==> src/rtl/dispatch_unit_pkg.sv <==
// Shared constants for the dispatcher, decoder, RS and LSB: default widths,
// op-code encodings and the occupancy helper used by the accept logic.
package dispatch_unit_pkg;

  localparam int XLEN_DEF      = 32;
  localparam int ROB_IDX_W_DEF = 3;
  localparam int NUM_CDB_DEF   = 2;

  localparam logic [5:0] OP_NOP  = 6'd0;
  localparam logic [5:0] OP_ADD  = 6'd1;
  localparam logic [5:0] OP_SUB  = 6'd2;
  localparam logic [5:0] OP_AND  = 6'd3;
  localparam logic [5:0] OP_OR   = 6'd4;
  localparam logic [5:0] OP_XOR  = 6'd5;
  localparam logic [5:0] OP_ADDI = 6'd6;
  localparam logic [5:0] OP_BEQ  = 6'd7;
  localparam logic [5:0] OP_LW   = 6'd16;
  localparam logic [5:0] OP_SW   = 6'd17;

  // A receiver cannot take a new entry when it is full, or when it has only
  // one free slot left and the entry sitting in the issue register is about
  // to take that slot.
  function automatic logic target_blocked(input logic full,
                                          input logic almost_full,
                                          input logic pending_same);
    return full | (almost_full & pending_same);
  endfunction

endpackage

==> src/rtl/dispatch_unit_if.sv <==
// Decoder-to-dispatcher handshake: one decoded instruction per cycle,
// transferred when in_valid and in_ready are both high.
interface dispatch_unit_if #(
  parameter int XLEN = 32
);
  logic            in_valid;
  logic            in_ready;
  logic [5:0]      in_op;
  logic            in_is_mem;
  logic            in_use_rs1;
  logic            in_use_rs2;
  logic [4:0]      in_rs1;
  logic [4:0]      in_rs2;
  logic [4:0]      in_rd;
  logic [XLEN-1:0] in_imm;
  logic [XLEN-1:0] in_pc;

  modport master (
    output in_valid, in_op, in_is_mem, in_use_rs1, in_use_rs2,
           in_rs1, in_rs2, in_rd, in_imm, in_pc,
    input  in_ready
  );

  modport slave (
    input  in_valid, in_op, in_is_mem, in_use_rs1, in_use_rs2,
           in_rs1, in_rs2, in_rd, in_imm, in_pc,
    output in_ready
  );
endinterface

==> src/rtl/dispatch_unit_operand_resolver.sv <==
// Combinational source-operand lookup: register file first, then the RoB,
// then the CDB channels (lowest channel wins), otherwise wait on the RF tag.
module operand_resolver #(
  parameter int XLEN      = 32,
  parameter int ROB_IDX_W = 3,
  parameter int NUM_CDB   = 2
) (
  input  logic                         use_src,
  input  logic [4:0]                   src_idx,
  input  logic [XLEN-1:0]              rf_val,
  input  logic                         rf_busy,
  input  logic [ROB_IDX_W-1:0]         rf_tag,
  input  logic                         rob_ready,
  input  logic [XLEN-1:0]              rob_val,
  input  logic [NUM_CDB-1:0]           cdb_valid,
  input  logic [NUM_CDB*ROB_IDX_W-1:0] cdb_tag,
  input  logic [NUM_CDB*XLEN-1:0]      cdb_val,
  output logic                         src_ready,
  output logic [XLEN-1:0]              src_val,
  output logic [ROB_IDX_W-1:0]         src_tag
);

  logic            cdb_hit;
  logic [XLEN-1:0] cdb_hit_val;

  // Scan channels from highest to lowest so the lowest matching one is kept.
  always_comb begin
    cdb_hit     = 1'b0;
    cdb_hit_val = '0;
    for (int i = NUM_CDB - 1; i >= 0; i--) begin
      if (cdb_valid[i] && (cdb_tag[i*ROB_IDX_W +: ROB_IDX_W] == rf_tag)) begin
        cdb_hit     = 1'b1;
        cdb_hit_val = cdb_val[i*XLEN +: XLEN];
      end
    end
  end

  // Priority chain; a resolved operand carries a zero tag.
  always_comb begin
    src_ready = 1'b0;
    src_val   = '0;
    src_tag   = '0;
    if (!use_src || (src_idx == 5'd0)) begin
      src_ready = 1'b1;
    end else if (!rf_busy) begin
      src_ready = 1'b1;
      src_val   = rf_val;
    end else if (rob_ready) begin
      src_ready = 1'b1;
      src_val   = rob_val;
    end else if (cdb_hit) begin
      src_ready = 1'b1;
      src_val   = cdb_hit_val;
    end else begin
      src_tag   = rf_tag;
    end
  end

endmodule

==> src/rtl/dispatch_unit.sv <==
// Single-issue dispatcher: accepts a decoded instruction, allocates a RoB
// entry, renames rd, resolves both operands and registers the entry for the
// reservation station or load/store buffer.
module dispatch_unit
  import dispatch_unit_pkg::*;
#(
  parameter int XLEN      = XLEN_DEF,
  parameter int ROB_IDX_W = ROB_IDX_W_DEF,
  parameter int NUM_CDB   = NUM_CDB_DEF
) (
  input  logic                         clk_in,
  input  logic                         rst_in,
  input  logic                         rdy_in,
  input  logic                         flush_in,
  dispatch_unit_if.slave               in_if,
  output logic [4:0]                   rf_rs1_idx,
  output logic [4:0]                   rf_rs2_idx,
  input  logic [XLEN-1:0]              rf_rs1_val,
  input  logic                         rf_rs1_busy,
  input  logic [ROB_IDX_W-1:0]         rf_rs1_tag,
  input  logic [XLEN-1:0]              rf_rs2_val,
  input  logic                         rf_rs2_busy,
  input  logic [ROB_IDX_W-1:0]         rf_rs2_tag,
  output logic [ROB_IDX_W-1:0]         rob_q1_tag,
  output logic [ROB_IDX_W-1:0]         rob_q2_tag,
  input  logic                         rob_q1_ready,
  input  logic [XLEN-1:0]              rob_q1_val,
  input  logic                         rob_q2_ready,
  input  logic [XLEN-1:0]              rob_q2_val,
  input  logic                         rob_full,
  input  logic [ROB_IDX_W-1:0]         rob_alloc_tag,
  output logic                         rob_alloc_valid,
  output logic                         rf_rename_valid,
  output logic [4:0]                   rf_rename_rd,
  output logic [ROB_IDX_W-1:0]         rf_rename_tag,
  input  logic [NUM_CDB-1:0]           cdb_valid,
  input  logic [NUM_CDB*ROB_IDX_W-1:0] cdb_tag,
  input  logic [NUM_CDB*XLEN-1:0]      cdb_val,
  input  logic                         rs_full,
  input  logic                         rs_almost_full,
  input  logic                         lsb_full,
  input  logic                         lsb_almost_full,
  output logic                         iss_valid,
  output logic                         iss_to_lsb,
  output logic [5:0]                   iss_op,
  output logic [XLEN-1:0]              iss_vj,
  output logic [XLEN-1:0]              iss_vk,
  output logic [ROB_IDX_W-1:0]         iss_qj,
  output logic [ROB_IDX_W-1:0]         iss_qk,
  output logic                         iss_rj,
  output logic                         iss_rk,
  output logic [XLEN-1:0]              iss_imm,
  output logic [XLEN-1:0]              iss_pc,
  output logic [ROB_IDX_W-1:0]         iss_tag,
  output logic [4:0]                   iss_rd
);

  logic                 res1_ready, res2_ready;
  logic [XLEN-1:0]      res1_val, res2_val;
  logic [ROB_IDX_W-1:0] res1_tag, res2_tag;
  logic                 rs_blocked, lsb_blocked, tgt_blocked;
  logic                 can_accept, accept;

  logic                 iss_valid_q, iss_valid_d;
  logic                 iss_to_lsb_q, iss_to_lsb_d;
  logic [5:0]           iss_op_q, iss_op_d;
  logic [XLEN-1:0]      iss_vj_q, iss_vj_d;
  logic [XLEN-1:0]      iss_vk_q, iss_vk_d;
  logic [ROB_IDX_W-1:0] iss_qj_q, iss_qj_d;
  logic [ROB_IDX_W-1:0] iss_qk_q, iss_qk_d;
  logic                 iss_rj_q, iss_rj_d;
  logic                 iss_rk_q, iss_rk_d;
  logic [XLEN-1:0]      iss_imm_q, iss_imm_d;
  logic [XLEN-1:0]      iss_pc_q, iss_pc_d;
  logic [ROB_IDX_W-1:0] iss_tag_q, iss_tag_d;
  logic [4:0]           iss_rd_q, iss_rd_d;

  assign rf_rs1_idx = in_if.in_rs1;
  assign rf_rs2_idx = in_if.in_rs2;
  assign rob_q1_tag = rf_rs1_tag;
  assign rob_q2_tag = rf_rs2_tag;

  operand_resolver #(.XLEN(XLEN), .ROB_IDX_W(ROB_IDX_W), .NUM_CDB(NUM_CDB)) u_res_rs1 (
    .use_src   (in_if.in_use_rs1),
    .src_idx   (in_if.in_rs1),
    .rf_val    (rf_rs1_val),
    .rf_busy   (rf_rs1_busy),
    .rf_tag    (rf_rs1_tag),
    .rob_ready (rob_q1_ready),
    .rob_val   (rob_q1_val),
    .cdb_valid (cdb_valid),
    .cdb_tag   (cdb_tag),
    .cdb_val   (cdb_val),
    .src_ready (res1_ready),
    .src_val   (res1_val),
    .src_tag   (res1_tag)
  );

  operand_resolver #(.XLEN(XLEN), .ROB_IDX_W(ROB_IDX_W), .NUM_CDB(NUM_CDB)) u_res_rs2 (
    .use_src   (in_if.in_use_rs2),
    .src_idx   (in_if.in_rs2),
    .rf_val    (rf_rs2_val),
    .rf_busy   (rf_rs2_busy),
    .rf_tag    (rf_rs2_tag),
    .rob_ready (rob_q2_ready),
    .rob_val   (rob_q2_val),
    .cdb_valid (cdb_valid),
    .cdb_tag   (cdb_tag),
    .cdb_val   (cdb_val),
    .src_ready (res2_ready),
    .src_val   (res2_val),
    .src_tag   (res2_tag)
  );

  // Accept when enabled, not flushing, RoB has room and the target has room
  // even after the entry already waiting in the issue register lands.
  always_comb begin
    rs_blocked      = target_blocked(rs_full, rs_almost_full, iss_valid_q & ~iss_to_lsb_q);
    lsb_blocked     = target_blocked(lsb_full, lsb_almost_full, iss_valid_q & iss_to_lsb_q);
    tgt_blocked     = in_if.in_is_mem ? lsb_blocked : rs_blocked;
    can_accept      = rdy_in & ~flush_in & ~rob_full & ~tgt_blocked;
    accept          = in_if.in_valid & can_accept;
    in_if.in_ready  = can_accept;
    rob_alloc_valid = accept;
    rf_rename_valid = accept & (in_if.in_rd != 5'd0);
    rf_rename_rd    = in_if.in_rd;
    rf_rename_tag   = rob_alloc_tag;
  end

  // Issue register next state: load on accept, drop valid otherwise, and
  // hold everything while the core is stalled.
  always_comb begin
    iss_valid_d  = iss_valid_q;
    iss_to_lsb_d = iss_to_lsb_q;
    iss_op_d     = iss_op_q;
    iss_vj_d     = iss_vj_q;
    iss_vk_d     = iss_vk_q;
    iss_qj_d     = iss_qj_q;
    iss_qk_d     = iss_qk_q;
    iss_rj_d     = iss_rj_q;
    iss_rk_d     = iss_rk_q;
    iss_imm_d    = iss_imm_q;
    iss_pc_d     = iss_pc_q;
    iss_tag_d    = iss_tag_q;
    iss_rd_d     = iss_rd_q;
    if (rdy_in) begin
      iss_valid_d = accept;
      if (accept) begin
        iss_to_lsb_d = in_if.in_is_mem;
        iss_op_d     = in_if.in_op;
        iss_vj_d     = res1_val;
        iss_vk_d     = res2_val;
        iss_qj_d     = res1_tag;
        iss_qk_d     = res2_tag;
        iss_rj_d     = res1_ready;
        iss_rk_d     = res2_ready;
        iss_imm_d    = in_if.in_imm;
        iss_pc_d     = in_if.in_pc;
        iss_tag_d    = rob_alloc_tag;
        iss_rd_d     = in_if.in_rd;
      end
    end
  end

  // Issue register flops, cleared asynchronously on reset.
  always_ff @(posedge clk_in or posedge rst_in) begin
    if (rst_in) begin
      iss_valid_q  <= 1'b0;
      iss_to_lsb_q <= 1'b0;
      iss_op_q     <= '0;
      iss_vj_q     <= '0;
      iss_vk_q     <= '0;
      iss_qj_q     <= '0;
      iss_qk_q     <= '0;
      iss_rj_q     <= 1'b0;
      iss_rk_q     <= 1'b0;
      iss_imm_q    <= '0;
      iss_pc_q     <= '0;
      iss_tag_q    <= '0;
      iss_rd_q     <= '0;
    end else begin
      iss_valid_q  <= iss_valid_d;
      iss_to_lsb_q <= iss_to_lsb_d;
      iss_op_q     <= iss_op_d;
      iss_vj_q     <= iss_vj_d;
      iss_vk_q     <= iss_vk_d;
      iss_qj_q     <= iss_qj_d;
      iss_qk_q     <= iss_qk_d;
      iss_rj_q     <= iss_rj_d;
      iss_rk_q     <= iss_rk_d;
      iss_imm_q    <= iss_imm_d;
      iss_pc_q     <= iss_pc_d;
      iss_tag_q    <= iss_tag_d;
      iss_rd_q     <= iss_rd_d;
    end
  end

  assign iss_valid  = iss_valid_q;
  assign iss_to_lsb = iss_to_lsb_q;
  assign iss_op     = iss_op_q;
  assign iss_vj     = iss_vj_q;
  assign iss_vk     = iss_vk_q;
  assign iss_qj     = iss_qj_q;
  assign iss_qk     = iss_qk_q;
  assign iss_rj     = iss_rj_q;
  assign iss_rk     = iss_rk_q;
  assign iss_imm    = iss_imm_q;
  assign iss_pc     = iss_pc_q;
  assign iss_tag    = iss_tag_q;
  assign iss_rd     = iss_rd_q;

endmodule
==> src/flat_wrapper.sv <==
// flat-port wrapper written by rule: the top's interface ports become plain ports
module dispatch_unit_flat import dispatch_unit_pkg::*;
#(
  parameter int XLEN      = XLEN_DEF,
  parameter int ROB_IDX_W = ROB_IDX_W_DEF,
  parameter int NUM_CDB   = NUM_CDB_DEF
)
  (clk_in, rst_in, rdy_in, flush_in, rf_rs1_idx, rf_rs2_idx, rf_rs1_val, rf_rs1_busy, rf_rs1_tag, rf_rs2_val, rf_rs2_busy, rf_rs2_tag, rob_q1_tag, rob_q2_tag, rob_q1_ready, rob_q1_val, rob_q2_ready, rob_q2_val, rob_full, rob_alloc_tag, rob_alloc_valid, rf_rename_valid, rf_rename_rd, rf_rename_tag, cdb_valid, cdb_tag, cdb_val, rs_full, rs_almost_full, lsb_full, lsb_almost_full, iss_valid, iss_to_lsb, iss_op, iss_vj, iss_vk, iss_qj, iss_qk, iss_rj, iss_rk, iss_imm, iss_pc, iss_tag, iss_rd, in_if_in_valid, in_if_in_op, in_if_in_is_mem, in_if_in_use_rs1, in_if_in_use_rs2, in_if_in_rs1, in_if_in_rs2, in_if_in_rd, in_if_in_imm, in_if_in_pc, in_if_in_ready);
  dispatch_unit_if #(.XLEN(XLEN)) in_if_i ();
  input  logic clk_in;
  input  logic rst_in;
  input  logic rdy_in;
  input  logic flush_in;
  output logic [4:0] rf_rs1_idx;
  output logic [4:0] rf_rs2_idx;
  input  logic [XLEN-1:0] rf_rs1_val;
  input  logic rf_rs1_busy;
  input  logic [ROB_IDX_W-1:0] rf_rs1_tag;
  input  logic [XLEN-1:0] rf_rs2_val;
  input  logic rf_rs2_busy;
  input  logic [ROB_IDX_W-1:0] rf_rs2_tag;
  output logic [ROB_IDX_W-1:0] rob_q1_tag;
  output logic [ROB_IDX_W-1:0] rob_q2_tag;
  input  logic rob_q1_ready;
  input  logic [XLEN-1:0] rob_q1_val;
  input  logic rob_q2_ready;
  input  logic [XLEN-1:0] rob_q2_val;
  input  logic rob_full;
  input  logic [ROB_IDX_W-1:0] rob_alloc_tag;
  output logic rob_alloc_valid;
  output logic rf_rename_valid;
  output logic [4:0] rf_rename_rd;
  output logic [ROB_IDX_W-1:0] rf_rename_tag;
  input  logic [NUM_CDB-1:0] cdb_valid;
  input  logic [NUM_CDB*ROB_IDX_W-1:0] cdb_tag;
  input  logic [NUM_CDB*XLEN-1:0] cdb_val;
  input  logic rs_full;
  input  logic rs_almost_full;
  input  logic lsb_full;
  input  logic lsb_almost_full;
  output logic iss_valid;
  output logic iss_to_lsb;
  output logic [5:0] iss_op;
  output logic [XLEN-1:0] iss_vj;
  output logic [XLEN-1:0] iss_vk;
  output logic [ROB_IDX_W-1:0] iss_qj;
  output logic [ROB_IDX_W-1:0] iss_qk;
  output logic iss_rj;
  output logic iss_rk;
  output logic [XLEN-1:0] iss_imm;
  output logic [XLEN-1:0] iss_pc;
  output logic [ROB_IDX_W-1:0] iss_tag;
  output logic [4:0] iss_rd;
  input wire logic [$bits(in_if_i.in_valid)-1:0] in_if_in_valid;
  input wire logic [$bits(in_if_i.in_op)-1:0] in_if_in_op;
  input wire logic [$bits(in_if_i.in_is_mem)-1:0] in_if_in_is_mem;
  input wire logic [$bits(in_if_i.in_use_rs1)-1:0] in_if_in_use_rs1;
  input wire logic [$bits(in_if_i.in_use_rs2)-1:0] in_if_in_use_rs2;
  input wire logic [$bits(in_if_i.in_rs1)-1:0] in_if_in_rs1;
  input wire logic [$bits(in_if_i.in_rs2)-1:0] in_if_in_rs2;
  input wire logic [$bits(in_if_i.in_rd)-1:0] in_if_in_rd;
  input wire logic [$bits(in_if_i.in_imm)-1:0] in_if_in_imm;
  input wire logic [$bits(in_if_i.in_pc)-1:0] in_if_in_pc;
  output wire logic [$bits(in_if_i.in_ready)-1:0] in_if_in_ready;
  assign in_if_i.in_valid = in_if_in_valid;
  assign in_if_i.in_op = in_if_in_op;
  assign in_if_i.in_is_mem = in_if_in_is_mem;
  assign in_if_i.in_use_rs1 = in_if_in_use_rs1;
  assign in_if_i.in_use_rs2 = in_if_in_use_rs2;
  assign in_if_i.in_rs1 = in_if_in_rs1;
  assign in_if_i.in_rs2 = in_if_in_rs2;
  assign in_if_i.in_rd = in_if_in_rd;
  assign in_if_i.in_imm = in_if_in_imm;
  assign in_if_i.in_pc = in_if_in_pc;
  assign in_if_in_ready = in_if_i.in_ready;
  dispatch_unit #(.XLEN(XLEN), .ROB_IDX_W(ROB_IDX_W), .NUM_CDB(NUM_CDB)) u_core (.clk_in(clk_in), .rst_in(rst_in), .rdy_in(rdy_in), .flush_in(flush_in), .in_if(in_if_i), .rf_rs1_idx(rf_rs1_idx), .rf_rs2_idx(rf_rs2_idx), .rf_rs1_val(rf_rs1_val), .rf_rs1_busy(rf_rs1_busy), .rf_rs1_tag(rf_rs1_tag), .rf_rs2_val(rf_rs2_val), .rf_rs2_busy(rf_rs2_busy), .rf_rs2_tag(rf_rs2_tag), .rob_q1_tag(rob_q1_tag), .rob_q2_tag(rob_q2_tag), .rob_q1_ready(rob_q1_ready), .rob_q1_val(rob_q1_val), .rob_q2_ready(rob_q2_ready), .rob_q2_val(rob_q2_val), .rob_full(rob_full), .rob_alloc_tag(rob_alloc_tag), .rob_alloc_valid(rob_alloc_valid), .rf_rename_valid(rf_rename_valid), .rf_rename_rd(rf_rename_rd), .rf_rename_tag(rf_rename_tag), .cdb_valid(cdb_valid), .cdb_tag(cdb_tag), .cdb_val(cdb_val), .rs_full(rs_full), .rs_almost_full(rs_almost_full), .lsb_full(lsb_full), .lsb_almost_full(lsb_almost_full), .iss_valid(iss_valid), .iss_to_lsb(iss_to_lsb), .iss_op(iss_op), .iss_vj(iss_vj), .iss_vk(iss_vk), .iss_qj(iss_qj), .iss_qk(iss_qk), .iss_rj(iss_rj), .iss_rk(iss_rk), .iss_imm(iss_imm), .iss_pc(iss_pc), .iss_tag(iss_tag), .iss_rd(iss_rd));
endmodule
==> config.mk <==
export PLATFORM = sky130hd
export DESIGN_NAME = dispatch_unit_flat
export DESIGN_NICKNAME = d
export VERILOG_FILES = /design/src/rtl/dispatch_unit_pkg.sv /design/src/rtl/dispatch_unit_if.sv /design/src/rtl/dispatch_unit_operand_resolver.sv /design/src/rtl/dispatch_unit.sv /design/src/flat_wrapper.sv
export SDC_FILE = /design/constraint.sdc
export NUM_CORES = 1
export LEC_CHECK = 0
export BUFFER_PORTS_ARGS = -buffer_cell sky130_fd_sc_hd__buf_4
export CORE_AREA = 2 2 188 190
export DETAILED_ROUTE_END_ITERATION = 8
export DIE_AREA = 0 0 190 192
export SKIP_CTS_REPAIR_TIMING = 1
export SLEW_MARGIN = 20
export SYNTH_ARGS = -nofsm -noshare
export SYNTH_HDL_FRONTEND = slang
export SYNTH_SLANG_ARGS = --single-unit
==> constraint.sdc <==
create_clock -name clk_in -period 5.5 [get_ports clk_in]
set_input_delay 0.275 -clock clk_in [delete_from_list [all_inputs] [get_ports clk_in]]
set_output_delay 0.275 -clock clk_in [all_outputs]
set_load 0.005 [all_outputs]
### Word-level counts from Yosys, hierarchy flattened

Index checks and enable logic that the tools add are counted.

| word-level totals | value |
|---|---|
| bits of input ports | 311 |
| register bits after elaboration | 152 |

| cells by class | value |
|---|---|
| bitwise operators | 15 |
| reduce and logical (&&, ||, !) cells | 12 |
| muxes and demuxes | 33 |
| equal/unequal tests | 4 |

Operator list:

| kind | number |
|---|---|
| $mux 32 | 12 |
| $mux 3 | 8 |
| $mux 1 | 13 |
| $eq 3x3->1 | 4 |
| $logic_not 5->1 | 2 |
| $and 1x1->1 | 9 |
| $reduce_bool 5->1 | 1 |
| $logic_and 1x1->1 | 4 |
| $not 1->1 | 4 |
| $logic_not 1->1 | 2 |
| $logic_or 1x1->1 | 2 |
| $or 1x1->1 | 2 |
| $reduce_and 2->1 | 1 |

### Logic depth before layout (Yosys ltp)

| logic depth | value |
|---|---|
| depth in word-level cells | 9 |
| mapped depth | 8 |
| mapped depth without buffers | 5 |

### Hierarchy

Synthesis repeated with hierarchy kept, for this count alone.

| second synthesis, totals | value |
|---|---|
| cell total of the unflattened synthesis | 905 |
| area total of the unflattened synthesis | 9656.8 um2 |

Modules (own cells, without submodules):

| module | cells each | seq. area each (um2) | instances | area an instance (um2) |
|---|---|---|---|---|
| dispatch_unit | 357 | 3803.6 | 1 | 5945.7 |
| operand_resolver | 274 | 0.0 | 2 | 1855.5 |

### Worst setup path after synthesis

Ideal clock, no wire load.

| path | value |
|---|---|
| path type | reg-to-reg |
| from | register u_core.iss_to_lsb_q, in the netlist u_core.iss_to_lsb |
| to | register u_core.iss_imm_q[0], in the netlist u_core.iss_imm[0] |
| setup time | 127 ps |
| cell stages (with the launch flop) | 8 |
| arrival | 1737 ps |
| buffers on the path | 3 |
| setup slack | 3635 ps |
| period minus slack after synthesis | 1865 ps |
| cell sequence | dfrtp_1 > or3b_1 > a21oi_1 > nand3b_1 > buf_6 > buf_6 > buf_8 > mux2_1 |

| between the ends | value |
|---|---|
| longest elaborated chain between the ends | 9 |
| elaborated cells on any way between the ends | 12 |
| those cells by class | mux: 1; bitwise: 10; reduce/logical: 1 |

Ends and longest elaborated chain:

| item | RTL line | source |
|---|---|---|
| from (decl) | dispatch_unit.sv:65 | `logic iss_to_lsb_q, iss_to_lsb_d;` |
| from (signal assigned) | dispatch_unit.sv:183 | `iss_to_lsb_q <= iss_to_lsb_d;` |
| $not 1->1 | dispatch_unit.sv:118 | `rs_blocked = target_blocked(rs_full, rs_almost_full, iss_valid_q & ~iss_to_lsb_q);` |
| $and 1x1->1 | dispatch_unit.sv:118 |  |
| $and 1x1->1 | dispatch_unit_pkg.sv:26 | `return full \| (almost_full & pending_same);` |
| $or 1x1->1 | dispatch_unit_pkg.sv:26 |  |
| $mux 1 (*) | dispatch_unit.sv:120 | `tgt_blocked = in_if.in_is_mem ? lsb_blocked : rs_blocked;` |
| $not 1->1 (*) | dispatch_unit.sv:121 | `can_accept = rdy_in & ~flush_in & ~rob_full & ~tgt_blocked;` |
| $and 1x1->1 (*) | dispatch_unit.sv:121 |  |
| $and 1x1->1 (*) | dispatch_unit.sv:122 | `accept = in_if.in_valid & can_accept;` |
| $reduce_and 2->1 (no line) (*) | n/a |  |
| to (signal assigned) | dispatch_unit.sv:191 | `iss_imm_q <= iss_imm_d;` |
| to (decl) | dispatch_unit.sv:73 | `logic [XLEN-1:0] iss_imm_q, iss_imm_d;` |

Every way passes the cells marked *; elsewhere a longest branch is shown, timed or not.
A chain may end at the register's enable or synchronous reset.

### Final worst setup path

| path | value |
|---|---|
| from | register u_core.iss_to_lsb_q, in the netlist u_core.iss_to_lsb |
| to | output rf_rename_valid |

| between the ends | value |
|---|---|
| longest elaborated chain between the ends | 9 |
| elaborated cells on any way between the ends | 12 |
| those cells by class | mux: 1; bitwise: 11 |

Ends and longest elaborated chain:

| item | RTL line | source |
|---|---|---|
| $not 1->1 | dispatch_unit.sv:118 |  |
| $and 1x1->1 | dispatch_unit.sv:118 |  |
| $and 1x1->1 | dispatch_unit_pkg.sv:26 |  |
| $or 1x1->1 | dispatch_unit_pkg.sv:26 |  |
| $mux 1 (*) | dispatch_unit.sv:120 |  |
| $not 1->1 (*) | dispatch_unit.sv:121 |  |
| $and 1x1->1 (*) | dispatch_unit.sv:121 |  |
| $and 1x1->1 (*) | dispatch_unit.sv:122 |  |
| $and 1x1->1 (*) | dispatch_unit.sv:125 | `rf_rename_valid = accept & (in_if.in_rd != 5'd0);` |
| to (decl) | flat_wrapper.sv:31 | `output logic rf_rename_valid;` |

Marked as above.

==> results <==
- The CTS tree is yes.
- The signal on the critical path passes through or3b_1 -> a21oi_1 -> nand3b_1 -> buf_12 -> a21oi_1 -> buf_4.
- After clock tree synthesis, the clock-pin slew on the worst setup and hold paths is 0.07 ns.
- By area the synthesized netlist is led by sky130_fd_sc_hd__dfrtp_1 47%, sky130_fd_sc_hd__mux2_2 8.4%, sky130_fd_sc_hd__mux2i_1 8.1%.
- The worst setup path is of the reg2out kind.
- The average routed wire per standard cell is between 20 and 25 µm.
- The synthesized design contains 0 enable-type register cells.
- The area of the multi-input gates is ~0.0037 mm².
- Summed over all layers, the routed wires come to approximately 33000 µm.
- The ratio of total power to cell area is 296.5 mW/mm².
- In this run the tightest slew margin relative to its limit is a little under a third.
- For this block, the initial DRC count from the detailed router was ~280.
- For this design, the slowest cell found on the critical path is sky130_fd_sc_hd__buf_12.
- The via count of the first global-routing pass is 7572.
- The routed layout has around 7500 vias.
- The first TritonRoute pass finished after 5 iterations.
- The number of hold-slack violations in the final timing report came to 0.
- Summed over all layers, the global routing overflow is 0.
- Counting instances in the post-synthesis netlist gives the leading cell types as 152 x sky130_fd_sc_hd__dfrtp_1, 70 x sky130_fd_sc_hd__nand2_1, 65 x sky130_fd_sc_hd__mux2i_1.
- The critical path's top delay family is buffers and inverters.
- The most used flip-flop cell after synthesis is sky130_fd_sc_hd__dfrtp_1.
- The capturing element type of the critical path is an output pin.
- The final-report max-slew violation count is 0.
- The die extent in y is roughly 190 µm.
- The run finished with clean final reports.
- The share of the clock period used by the worst path is between 50% and 60%.
- The width of the die is between 150 and 200 µm.
- The synthesized design contains around 150 register bits.
- The count of input and output buffers is just under 500.
- The longest individual stage delay on the worst path is 0.63 ns.
- The number of max-cap violations is 0.
- The clock passes through at most 2 buffers.
- The weighted congestion at the end of routability-driven global placement is ~0.92.
- The core outline area is between 0.03 and 0.04 mm².
- 0 antenna diodes ended up in the layout.
- The row count is 68.
- During I/O placement, the number of pins put on the boundary was 490.
- The sequential cell area fraction in the yosys report is roughly 47%.
- The total global routing track utilization is 17.49%.
- Counting distinct cell types in the post-synthesis netlist gives 30.
- The post-route netlist has 57.22% of its cells at a drive strength greater than 1.
- The via count normalized by instance count is 4.681.
- The remaining antenna violation count is 0.
- Data arrives at the worst endpoint at about 2.6 ns.
- The biggest area consumer among synthesized cells is sky130_fd_sc_hd__dfrtp_1.
- The critical-path maximum fanout is between 150 and 200.
- Across the VDD grid, the largest voltage drop is 0.2067 mV.
- Prior to clock tree synthesis, the placed netlist has a worst setup slack of 2.647 ns.
- The area of the die is ~0.036 mm².
- At the later pin of the worst-skew pair, clock insertion delay measures between 0.4 and 0.5 ns.
- Setup repair after global routing left no endpoint under its margin.
- The number of antenna violations at the first check in global routing is 0.
- At the worst endpoint, the required time is 5.22 ns.
- The class of the worst hold path is in2reg.
- The most frequent cell on the critical path is sky130_fd_sc_hd__a21oi_1.
- The cell area that synthesis handed to floorplanning was about 0.0080 mm².
- The number of CTS-inserted buffers is 17.
- Based on the critical path, the design can be clocked at up to ~340 MHz.
- Synthesis produced a netlist whose cell count is 698.
- The count of yosys warnings during synthesis is 0.
- CTS built an H-tree with a depth of 4.
- The number of buffers and inverters on the critical path is 2.
- The proportion of register bits with asynchronous set or reset after synthesis is between 90% and 100%.
- The post-synthesis area per instance is 11.52 µm².
- The area share of the largest cell type after synthesis is between 40% and 50%.
- The area added between synthesis and finish is 54.81%.
- Detailed placement ended at an HPWL of approximately 25000 µm.
- The layout has about 3500 filler cells.
- In this run the static leakage power is 6.300 nW.
- The register area is ~0.0038 mm².
- Among all cell types in the netlist, the one instantiated most often is sky130_fd_sc_hd__dfrtp_1.
- The post-synthesis net count is roughly 1000.
- The total negative slack for setup checks is 0 ns.
- Clock tree synthesis selected as its root buffer the cell sky130_fd_sc_hd__clkbuf_16.
- The launching element type of the critical path is a flip-flop.
- The wire length of the first global-routing pass is ~47000 µm.
- The setup slack of the critical path after layout is about 2.6 ns.
- The initial core utilization is 23.46%.
- The number of nets in the layout is approximately 1400.
- The DRC violations left is 0.
- The clock net in this run drives a total of roughly 150 sinks.
- Entering global routing, the biggest net connects about 160 pins.
- Setup violations remaining at the end of the flow were counted as 0.
- The clock period could shrink to 2.916 ns.
- The largest clock skew in the final design is ~0.0085 ns.
- At the pin with the least slew margin, the transition time is 1.029 ns.
==> state kept, by name, summed over array words and instances (netlist names) <==
| register | flops |
|---|---|
| u_core.iss_pc | 32 |
| u_core.iss_vj | 32 |
| u_core.iss_vk | 32 |
| u_core.iss_rd | 5 |
| u_core.iss_to_lsb | 1 |
| u_core.iss_valid | 1 |
| u_core.iss_tag | 3 |
| u_core.iss_op | 6 |
| u_core.iss_qj | 3 |
| u_core.iss_rk | 1 |
| u_core.iss_imm | 32 |
| u_core.iss_qk | 3 |
| u_core.iss_rj | 1 |
==> per-stage QoR <==
stage          hold WS, ns  instance area, µm²  std cells  power, W  utilization, %
6_report           0.04740               12450       1598  0.003691           36.31
5_1_grt            0.01368               12450       1598  0.003901           36.31
4_1_cts            -0.1745               12410       1596  0.003749           36.20
3_5_place_dp        0.3097               11850       1565  0.002577           34.56
3_3_place_gp        0.3166               11850       1565  0.002563           34.56
2_1_floorplan       0.3823                8043        698  0.001875               -
==> metal layers <==
metal  wire length [µm]  track usage [%]
met1              13150            21.14
met2              16010            29.30
met3               2933            5.993
met4                648            5.367
met5                  0                0
==> worst paths after layout <==
kind,from,endpoint,slack [ns],cells past startpoint
max in group asynchronous,rst_in,u_core.iss_vj[21],3.92,4
setup / recovery,u_core.iss_to_lsb,rf_rename_valid,2.58,6
setup reg to reg,u_core.iss_to_lsb,u_core.iss_vj[0],2.65,6
min in group asynchronous,rst_in,u_core.iss_imm[27],0.42,3
hold reg to reg,u_core.iss_qj[2],u_core.iss_qj[2],0.48,2
hold / removal,in_if_in_op[2],u_core.iss_op[2],0.05,2
==> area by class of cell <==
class	count	area share [%]
Clock buffer	21	3.779
Sequential cell	152	30.55
Timing Repair Buffer	496	30.19
Multi-Input combinational cell	455	29.85
Tap cell	455	4.572
Inverter	9	0.3115
Clock inverter	10	0.7537
==> worst register-to-register path, stage by stage (launching register included) <==
cell and delay [ns]:
sky130_fd_sc_hd__dfrtp_1 0.41, sky130_fd_sc_hd__or3b_1 0.38, sky130_fd_sc_hd__a21oi_1 0.20, sky130_fd_sc_hd__nand3b_1 0.25
sky130_fd_sc_hd__buf_12 0.63, sky130_fd_sc_hd__nor2_4 0.48, sky130_fd_sc_hd__a32o_1 0.39
==> power breakdown <==
part,internal [W],switching [W]
Combinational,0.000658,0.000391
Clock,0.000657,0.000492
Sequential,0.00136,0.000138
Total,0.00267,0.00102
==> logic make-up after synthesis <==
group / count (synthesis) / share of synthesized area, %
AO/OA/AOI/OAI: 141 / 15.09
AND/OR/NAND/NOR: 156 / 10.00
multiplexers: 146 / 19.43
flip-flops: 152 / 47.29
XOR/XNOR: 12 / 1.307
buffers and inverters: 91 / 6.876
==> cell usage in the layout, fill, tap and decap left out, types with 4 or more instances in the layout <==
cell type / instances
sky130_fd_sc_hd__o31ai_1: 6
sky130_fd_sc_hd__inv_1: 8
sky130_fd_sc_hd__xnor2_1: 12
sky130_fd_sc_hd__o211ai_1: 64
sky130_fd_sc_hd__clkbuf_16: 17
sky130_fd_sc_hd__mux2_1: 21
sky130_fd_sc_hd__buf_4: 493
sky130_fd_sc_hd__mux2_2: 60
sky130_fd_sc_hd__nand2_1: 70
sky130_fd_sc_hd__a32o_1: 64
sky130_fd_sc_hd__and4_1: 4
sky130_fd_sc_hd__mux2i_1: 65
sky130_fd_sc_hd__dfrtp_1: 152
sky130_fd_sc_hd__or2_2: 64
No activity file was read; power rests on OpenSTA's default activity.
